--- src/rtl/cam_array_param.sv ---
// cam_array_param: DEPTH x DATA_W content-addressable memory with per-entry valid bits
// and a single search/write/invalidate command port. Define CAM_MASK_EN for per-entry don't-care masks.
module cam_array_param #(
    parameter int  DATA_W = 7,
    parameter int  DEPTH  = 16,
    localparam int ADDR_W = $clog2(DEPTH)
) (
    input  logic              clk,
    input  logic              rst_n,
    input  logic              cmd_valid,
    output logic              cmd_ready,
    input  logic [1:0]        cmd_op,
    input  logic [DATA_W-1:0] cmd_data,
    input  logic [ADDR_W-1:0] cmd_addr,
`ifdef CAM_MASK_EN
    input  logic [DATA_W-1:0] cmd_mask,
`endif
    output logic              rsp_valid,
    input  logic              rsp_ready,
    output logic              rsp_hit,
    output logic              rsp_multi,
    output logic [ADDR_W-1:0] rsp_addr,
    output logic [DEPTH-1:0]  rsp_match_vec,
    output logic [ADDR_W:0]   occupancy,
    output logic              full
);

    typedef enum logic [1:0] {S_IDLE, S_CMP, S_RESP} state_t;
    typedef enum logic [1:0] {
        OP_SEARCH  = 2'b00,
        OP_WR_NEXT = 2'b01,
        OP_WR_AT   = 2'b10,
        OP_INVAL   = 2'b11
    } op_t;

    state_t            r_state;
    state_t            w_state_nxt;

    logic [DATA_W-1:0] r_mem [DEPTH];
`ifdef CAM_MASK_EN
    logic [DATA_W-1:0] r_mask [DEPTH];
`endif
    logic [DEPTH-1:0]  r_valid;
    logic [ADDR_W-1:0] r_rr_ptr;
    logic [DATA_W-1:0] r_key;
    logic              r_hit;
    logic              r_multi;
    logic [ADDR_W-1:0] r_addr;
    logic [DEPTH-1:0]  r_vec;
    logic [ADDR_W:0]   r_occ;

    op_t               w_op;
    logic              w_accept;
    logic              w_addr_ok;
    logic              w_all_valid;
    logic              w_free_found;
    logic [ADDR_W-1:0] w_free_idx;
    logic [DEPTH-1:0]  w_match;
    logic              w_hit_found;
    logic [ADDR_W-1:0] w_hit_idx;
    logic              w_multi;
    logic [ADDR_W:0]   w_count;
    logic              w_wr_en;
    logic [ADDR_W-1:0] w_wr_idx;

    assign w_op        = op_t'(cmd_op);
    assign cmd_ready   = (r_state == S_IDLE);
    assign w_accept    = cmd_valid & cmd_ready;
    assign w_addr_ok   = ({1'b0, cmd_addr} < (ADDR_W+1)'(DEPTH));
    assign w_all_valid = &r_valid;
    assign w_multi     = ((w_match & (w_match - DEPTH'(1))) != '0);

    always_comb begin
        w_match      = '0;
        w_hit_found  = 1'b0;
        w_hit_idx    = '0;
        w_free_found = 1'b0;
        w_free_idx   = '0;
        w_count      = '0;
        for (int unsigned i = 0; i < DEPTH; i++) begin
`ifdef CAM_MASK_EN
            w_match[i] = r_valid[i] & (((r_mem[i] ^ r_key) & ~r_mask[i]) == '0);
`else
            w_match[i] = r_valid[i] & (r_mem[i] == r_key);
`endif
            if (w_match[i] && !w_hit_found) begin
                w_hit_found = 1'b1;
                w_hit_idx   = ADDR_W'(i);
            end
            if (!r_valid[i] && !w_free_found) begin
                w_free_found = 1'b1;
                w_free_idx   = ADDR_W'(i);
            end
            w_count = w_count + (ADDR_W+1)'(r_valid[i]);
        end
    end

    // write-next fills the lowest hole first; only a full array falls back to round-robin replacement
    always_comb begin
        w_wr_en  = 1'b0;
        w_wr_idx = '0;
        if (w_accept) begin
            case (w_op)
                OP_WR_NEXT: begin
                    w_wr_en  = 1'b1;
                    w_wr_idx = w_all_valid ? r_rr_ptr : w_free_idx;
                end
                OP_WR_AT: begin
                    w_wr_en  = w_addr_ok;
                    w_wr_idx = cmd_addr;
                end
                default: ;
            endcase
        end
    end

    always_ff @(posedge clk) begin
        if (!rst_n) begin
            r_state <= S_IDLE;
        end else begin
            r_state <= w_state_nxt;
        end
    end

    always_comb begin
        w_state_nxt = r_state;
        case (r_state)
            S_IDLE:  if (w_accept && (w_op == OP_SEARCH)) w_state_nxt = S_CMP;
            S_CMP:   w_state_nxt = S_RESP;
            S_RESP:  if (rsp_ready) w_state_nxt = S_IDLE;
            default: w_state_nxt = S_IDLE;
        endcase
    end

    always_ff @(posedge clk) begin
        if (!rst_n) begin
            for (int unsigned i = 0; i < DEPTH; i++) begin
                r_mem[i] <= '0;
`ifdef CAM_MASK_EN
                r_mask[i] <= '0;
`endif
            end
            r_valid  <= '0;
            r_rr_ptr <= '0;
            r_key    <= '0;
            r_hit    <= 1'b0;
            r_multi  <= 1'b0;
            r_addr   <= '0;
            r_vec    <= '0;
            r_occ    <= '0;
        end else begin
            if (w_wr_en) begin
                r_mem[w_wr_idx]   <= cmd_data;
`ifdef CAM_MASK_EN
                r_mask[w_wr_idx]  <= cmd_mask;
`endif
                r_valid[w_wr_idx] <= 1'b1;
            end
            if (w_accept && (w_op == OP_WR_NEXT) && w_all_valid) begin
                r_rr_ptr <= (r_rr_ptr == ADDR_W'(DEPTH - 1)) ? '0 : r_rr_ptr + ADDR_W'(1);
            end
            if (w_accept && (w_op == OP_INVAL) && w_addr_ok) begin
                r_valid[cmd_addr] <= 1'b0;
            end
            if (w_accept && (w_op == OP_SEARCH)) begin
                r_key <= cmd_data;
            end
            if (r_state == S_CMP) begin
                r_hit   <= w_hit_found;
                r_multi <= w_multi;
                r_addr  <= w_hit_idx;
                r_vec   <= w_match;
            end
            r_occ <= w_count;
        end
    end

    assign rsp_valid     = (r_state == S_RESP);
    assign rsp_hit       = r_hit;
    assign rsp_multi     = r_multi;
    assign rsp_addr      = r_addr;
    assign rsp_match_vec = r_vec;
    assign occupancy     = r_occ;
    assign full          = (r_occ == (ADDR_W+1)'(DEPTH));

endmodule

--- config.mk ---
export PLATFORM = sky130hd
export DESIGN_NAME = cam_array_param
export DESIGN_NICKNAME = d
export VERILOG_FILES = /design/src/rtl/cam_array_param.sv
export SDC_FILE = /design/constraint.sdc
export NUM_CORES = 1
export LEC_CHECK = 0
export ABC_CLOCK_PERIOD_IN_PS = 4800
export CORE_ASPECT_RATIO = 1.2
export CORE_MARGIN = 2
export CORE_UTILIZATION = 30
export DETAILED_ROUTE_END_ITERATION = 16
export PLACE_DENSITY = 0.47
export SLEW_MARGIN = 5
export SYNTH_ARGS = -nofsm -noshare
export SYNTH_HDL_FRONTEND = slang
export SYNTH_SLANG_ARGS = --single-unit
--- constraint.sdc ---
create_clock -name clk -period 4.8 [get_ports clk]
set_input_delay 0.48 -clock clk [delete_from_list [all_inputs] [get_ports clk]]
set_output_delay 0.48 -clock clk [all_outputs]
set_load 0.02 [all_outputs]
## After elaboration in Yosys (flattened, before gate mapping)

Memories as Yosys holds them, arrays and structs flattened.
Cells that the tools add are included.

- Flip-flop bits (word level): 56
- Bits in latches: 0
- RAM bits: 112
- Memory bits (read-only): 0
- Input bits: 17
- Output and inout port bits: 30
- Word-level logic and storage cells: 248
- Memories kept: 1

- Add/subtract/negate cells: 17
- Multipliers: 0
- Divide/modulo/power cells: 0
- $lt $le $gt $ge: 4
- Equality and inequality tests: 25
- Shifts and indexed selects: 0
- Multiplexer cells: 84
- Bitwise operators: 21
- Reduce and logical (&&, ||, !) cells: 87

Memory list:

| memory | words | bits a word | read ports | clocked after memory_dff | wr ports | line | source |
|---|---|---|---|---|---|---|---|
| r_mem | 16 | 7 | 16 | 0 | 16 | 39 | `logic [DATA_W-1:0] r_mem [DEPTH];` |

Operator list:

| operator | number |
|---|---|
| 4-bit two-way mux | 32 |
| 7-bit == test | 16 |
| 5-bit by 1-bit adder with 5-bit output | 11 |
| 16-bit two-way mux | 3 |
| 1-bit zero test | 44 |
| 1-bit two-way mux | 42 |
| 1-bit logical AND | 36 |
| 16-bit bitwise AND | 2 |
| 1-bit bitwise AND | 17 |
| 16-bit inverter | 1 |
| 16-bit bitwise OR | 1 |
| 16-bit AND reduction | 1 |
| 16-bit nonzero test | 1 |
| 16-bit by 1-bit subtractor with 16-bit output (second input constant) | 1 |
| 4-bit by 5-bit less-than comparator with 1-bit output (second input constant) | 2 |
| 1-bit demux with 4-bit select | 2 |
| 4-bit by 1-bit >= comparator with 1-bit output (second input constant) | 2 |
| 4-bit case mux with 2 select lines | 1 |
| 7-bit two-way mux | 1 |
| 7-bit OR reduction | 1 |
| 2-bit == test (second input constant) | 3 |
| 2-bit case mux with 3 select lines | 1 |
| 4-bit by 1-bit adder with 5-bit output | 1 |
| 5-bit == test (second input constant) | 1 |
| other kinds (11) | 15 |

## Depth between registers and ports, before layout

- Depth in word-level cells: 57
- Depth in mapped cells: 11

## Least setup slack after synthesis

Ideal clock, no wire load.

- Kind: register to register
- Start point: register r_valid[5]
- End point: register r_occ[2], in the netlist occupancy[2]
- Setup time: 0.080 ns
- Arrival time: 3.273 ns
- Required time: 4.720 ns
- Path slack: 1.448 ns
- Stages on the path, launching flop included: 12
- Path buffers: 0
- Clock period less this slack: 3.352 ns
- Path through: dfxtp_1 > inv_1 > fa_1 > fa_1 > fa_1 > fa_1 > inv_1 > ha_1 > inv_1 > fa_1 > nor2b_1 > nor3b_1

- Cells in the longest elaborated chain, start to end: 11

Ends and longest elaborated chain:

| what | line | source |
|---|---|---|
| start: declaration | 43 | `logic [DEPTH-1:0] r_valid;` |
| start signal: assignment | 143 | `r_valid <= '0;` |
| start signal: indexed assignment | 157 | `r_valid[w_wr_idx] <= 1'b1;` |
| start signal: indexed assignment | 163 | `r_valid[cmd_addr] <= 1'b0;` |
| 5-bit by 1-bit adder with 5-bit output (11 in a row) | 94 | `w_count = w_count + (ADDR_W+1)'(r_valid[i]);` |
| end signal: assignment | 174 | `r_occ <= w_count;` |
| end: declaration | 50 | `logic [ADDR_W:0] r_occ;` |

No other way between the ends.
A chain may end at the register's enable or synchronous reset.

## Worst setup path in the final report

- Start point: register r_valid[9]
- End point: register r_occ[2], in the netlist occupancy[2]

- Cells in the longest elaborated chain, start to end: 7

Ends and longest elaborated chain:

| what | line |
|---|---|
| 5-bit by 1-bit adder with 5-bit output (7 in a row) | 94 |

No other way between the ends.

==> results.py <==
metrics = {
    "yosys": {
        "async_reset_ff_frac": 0,
        "synthesis.instances": 866,
        "synth_warnings": 0,
        "synth_sequential_area_ratio": 0.4831,
        "synth_xor_xnor_area_share": 0.1076,
        "synth-compound-area-share": 0.1001,
        "postSynthAreaPerCell_sq_um": 10.72,
        "synth_enable_flop_cells": 112,
        "synthMuxAreaShare": 0.002157,
        "ys_types": 63,
        "synthSimpleGateAreaFrac": 0.2251,
        "dominant_combinational_cell_family_by_area_after_synthesis": "simple AND/OR/NAND/NOR gates",
        "yosys.area_share.adder": 0.03909,
        "postSynthNetCount": 906,
        "synth_register_bits": 168,
        "synth_area_sq_um": 9283,
        "synth_top_flop_cell": "edfxtp_1",
    },
    "timing": {
        "timing_max_transition_violations_final": 0,
        "setup_violations": 0,
        "finalCritPeriodShare": 0.7568,
        "finClkSkew_ps": 11.25,
        "finalCriticalPeriod_ps": 3633,
        "timing.final.hold_violations": 0,
        "timing.fmax_mhz": 275.3,
        "timing.slew.headroom": 0.1927,
        "rsz0062_at_grt": "false",
        "fin_worst_hold_slack_ps": 466.2,
        "tightest_slew_ps": 1207,
        "timing.setup.tns_ps": 0,
    },
    "global_route": {
        "grt_first_pass_wirelength_um": 41890,
        "grt_start_max_net_pins": 53,
        "grt_pass1_vias": 6652,
        "antenna_found_initial": 0,
        "globalRouteTotalUtil": 0.1769,
        "globalRoute.totalOverflow": 0,
    },
    "cells_and_area": {
        "num-fill-cells": 3030,
        "multiInputGateArea_sq_um": 4405,
        "syn2layout_area_growth_pct": 15.11,
        "finish.net_count": 940,
        "layout.cells.most_common": "edfxtp_1",
        "fin_area_sq_um": 10690,
        "antenna-diode-count": 0,
        "mostFrequentLayoutCells": "112 x edfxtp_1, 96 x xnor2_1, 61 x nand2_1, 56 x dfxtp_1, 54 x and2_1",
        "seq_area_sq_um": 4484,
        "layout-drive-gt1-share": 0.09310,
    },
    "route": {
        "route.detailed.vias_per_inst": 5.115,
        "post_route_drc": 0,
        "routed-via-count": 6696,
        "post_drt_wl_per_cell_um": 21.30,
        "dr.first_iter.drc_count": 476,
        "drt_wl_total_um": 27880,
        "drt-pass1-iter-count": 4,
        "final_ant_viol_nets": 0,
    },
    "floorplanning": {
        "dieHeight_um": 196.7,
        "placement_rows": 70,
        "io_pins": 47,
        "initial_core_util": 0.3046,
        "floorplan.die.width_um": 164.6,
        "core_region_area_sq_um": 30480,
        "die-area_sq_um": 32370,
    },
    "clock_tree": {
        "cts_resized": 0,
        "ctsLongestPathBuffers": 2,
        "post_cts.repair.setup_buffers": 0,
        "h-tree-depth": 4,
        "clock_sink_count": 168,
        "clk-insertion-delay-late_ps": 440,
        "cts_root_buf": "clkbuf_16",
        "cts_tree": "done",
        "cts_buf_count": 17,
        "cts-hold-fix-buffers": 0,
        "clkTransAtPathRegs_ps": 70,
    },
    "setup_path": {
        "timing.setup.critical_path_class": "flip-flop to flip-flop",
        "cp.arrival_ps": 3990,
        "worst_r2r_startpoint": "r_valid[9]$_SDFF_PN0_",
        "timing.critical_path.fanout_max": 6,
        "cp.required_ps": 5160,
        "end_kind": "flip-flop",
        "worst_setup_path_start_kind": "flip-flop",
        "reg2reg_setup_slack_ps": 1170,
        "worst_r2r_endpoint": "occupancy[2]$_SDFF_PN0_",
        "timing.critical_path.from": "r_valid[9]$_SDFF_PN0_",
        "setup.worst_path.end": "occupancy[2]$_SDFF_PN0_",
        "r2r.worst_path.cells": 11,
    },
    "min_path": {
        "min-delay-path-class": "flip-flop to flip-flop",
        "hold_start": "rsp_match_vec[14]$_SDFFE_PN0N_",
    },
    "run_status": {
        "outcome": "finished clean",
    },
    "flow_run": {
        "timing.max_cap.violations": 0,
    },
    "power_and_ir_drop": {
        "vdd.ir_drop.worst_uv": 272.0,
        "design_power_total_mw": 3.200,
        "total_power_per_unit_cell_area_nw_per_um2": 299.5,
        "power_leakage_nw": 3.700,
    },
    "placement": {
        "gp_congestion": 0.9191,
        "place_hpwl_um": 19890,
        "placedInstanceArea_sq_um": 10130,
        "portBuffers": 46,
    },
}
[flip-flops by register name (all words and copies together), names as in the netlist]
signal / count
rsp_match_vec: 16
r_state: 2
rsp_multi: 1
r_mem: 112
rsp_addr: 4
occupancy: 5
r_key: 7
r_rr_ptr: 4
rsp_hit: 1
r_valid: 16
[report_power, final]
part / internal (mW) / leakage (nW) / switching [mW]
Sequential: 1.58 / 1.61 / 0.0313
Clock: 0.714 / 0.262 / 0.610
Combinational: 0.0982 / 1.83 / 0.164
[cell usage after synthesis, types with 18 or more instances]
cell      count  area share
and3_1       41       0.028
o21ai_0      34       0.018
and4_1       26       0.025
a21boi_0     23       0.019
clkbuf_1     27       0.011
edfxtp_1    112        0.36
nand2_1      61       0.025
inv_1        27       0.011
nor2_1       30       0.012
and2_1       54       0.036
xor2_1       18       0.017
dfxtp_1      56        0.12
xnor2_1      96       0.091
nand4_1      43       0.029
[layer usage]
layer  wire length [um]  global-route usage  vias to the layer above  share of wire
li1                   -                   -                     3212              -
met3                993             0.02904                       37          0.036
met5                  0                   0                        -              0
met2              14050              0.3050                      159           0.50
met1              12240              0.2241                     3288           0.44
met4                590             0.05958                        0          0.021
[kinds of logic after synthesis]
group / after synthesis
AO/OA/AOI/OAI: 133
XOR/XNOR: 114
adder cells (fa/ha/maj): 23
buffers and inverters: 83
flip-flops: 168
multiplexers: 2
AND/OR/NAND/NOR: 343
[worst min path at each step]
| stage | end | slack, ps | cells after the start |
|---|---|---|---|
| 2_1_floorplan | r_rr_ptr[3]$_SDFFE_PN0P_ | 480 | 2 |
| 5_1_grt | rsp_match_vec[12]$_SDFFE_PN0N_ | 490 | 2 |
| 6_report | rsp_match_vec[14]$_SDFFE_PN0N_ | 470 | 2 |
| 3_3_place_gp | rsp_match_vec[12]$_SDFFE_PN0N_ | 460 | 2 |
| 3_5_place_dp | rsp_match_vec[14]$_SDFFE_PN0N_ | 460 | 2 |
| 4_1_cts | rsp_match_vec[14]$_SDFFE_PN0N_ | 470 | 2 |
[critical path, cell delays in order (launching register included)]
cell,delay [ps]
dfxtp_1,490
inv_1,180
fa_1,540
fa_1,450
fa_1,540
fa_1,410
inv_1,70
ha_1,150
inv_1,50
fa_1,370
nor2b_1,140
nor3b_1,170
[stage by stage]
stage                     utilization  setup WS, ps  std cells
after floorplan                     -          1448        866
after global placement         0.3323          1059       1277
after detailed placement       0.3323          1002       1277
after CTS                      0.3506          1236       1309
after global routing           0.3506         996.5       1309
final                          0.3506          1167       1309
[area by class of cell]
type / instances / share of cell area
multi-input combinational: 615 / 0.4123
tap: 396 / 0.04637
inverter: 27 / 0.009485
clock inverter: 15 / 0.01218
timing repair buffer: 71 / 0.06019
sequential: 168 / 0.4197
clock buffer: 17 / 0.03981
(Power assumes the default switching activity.)
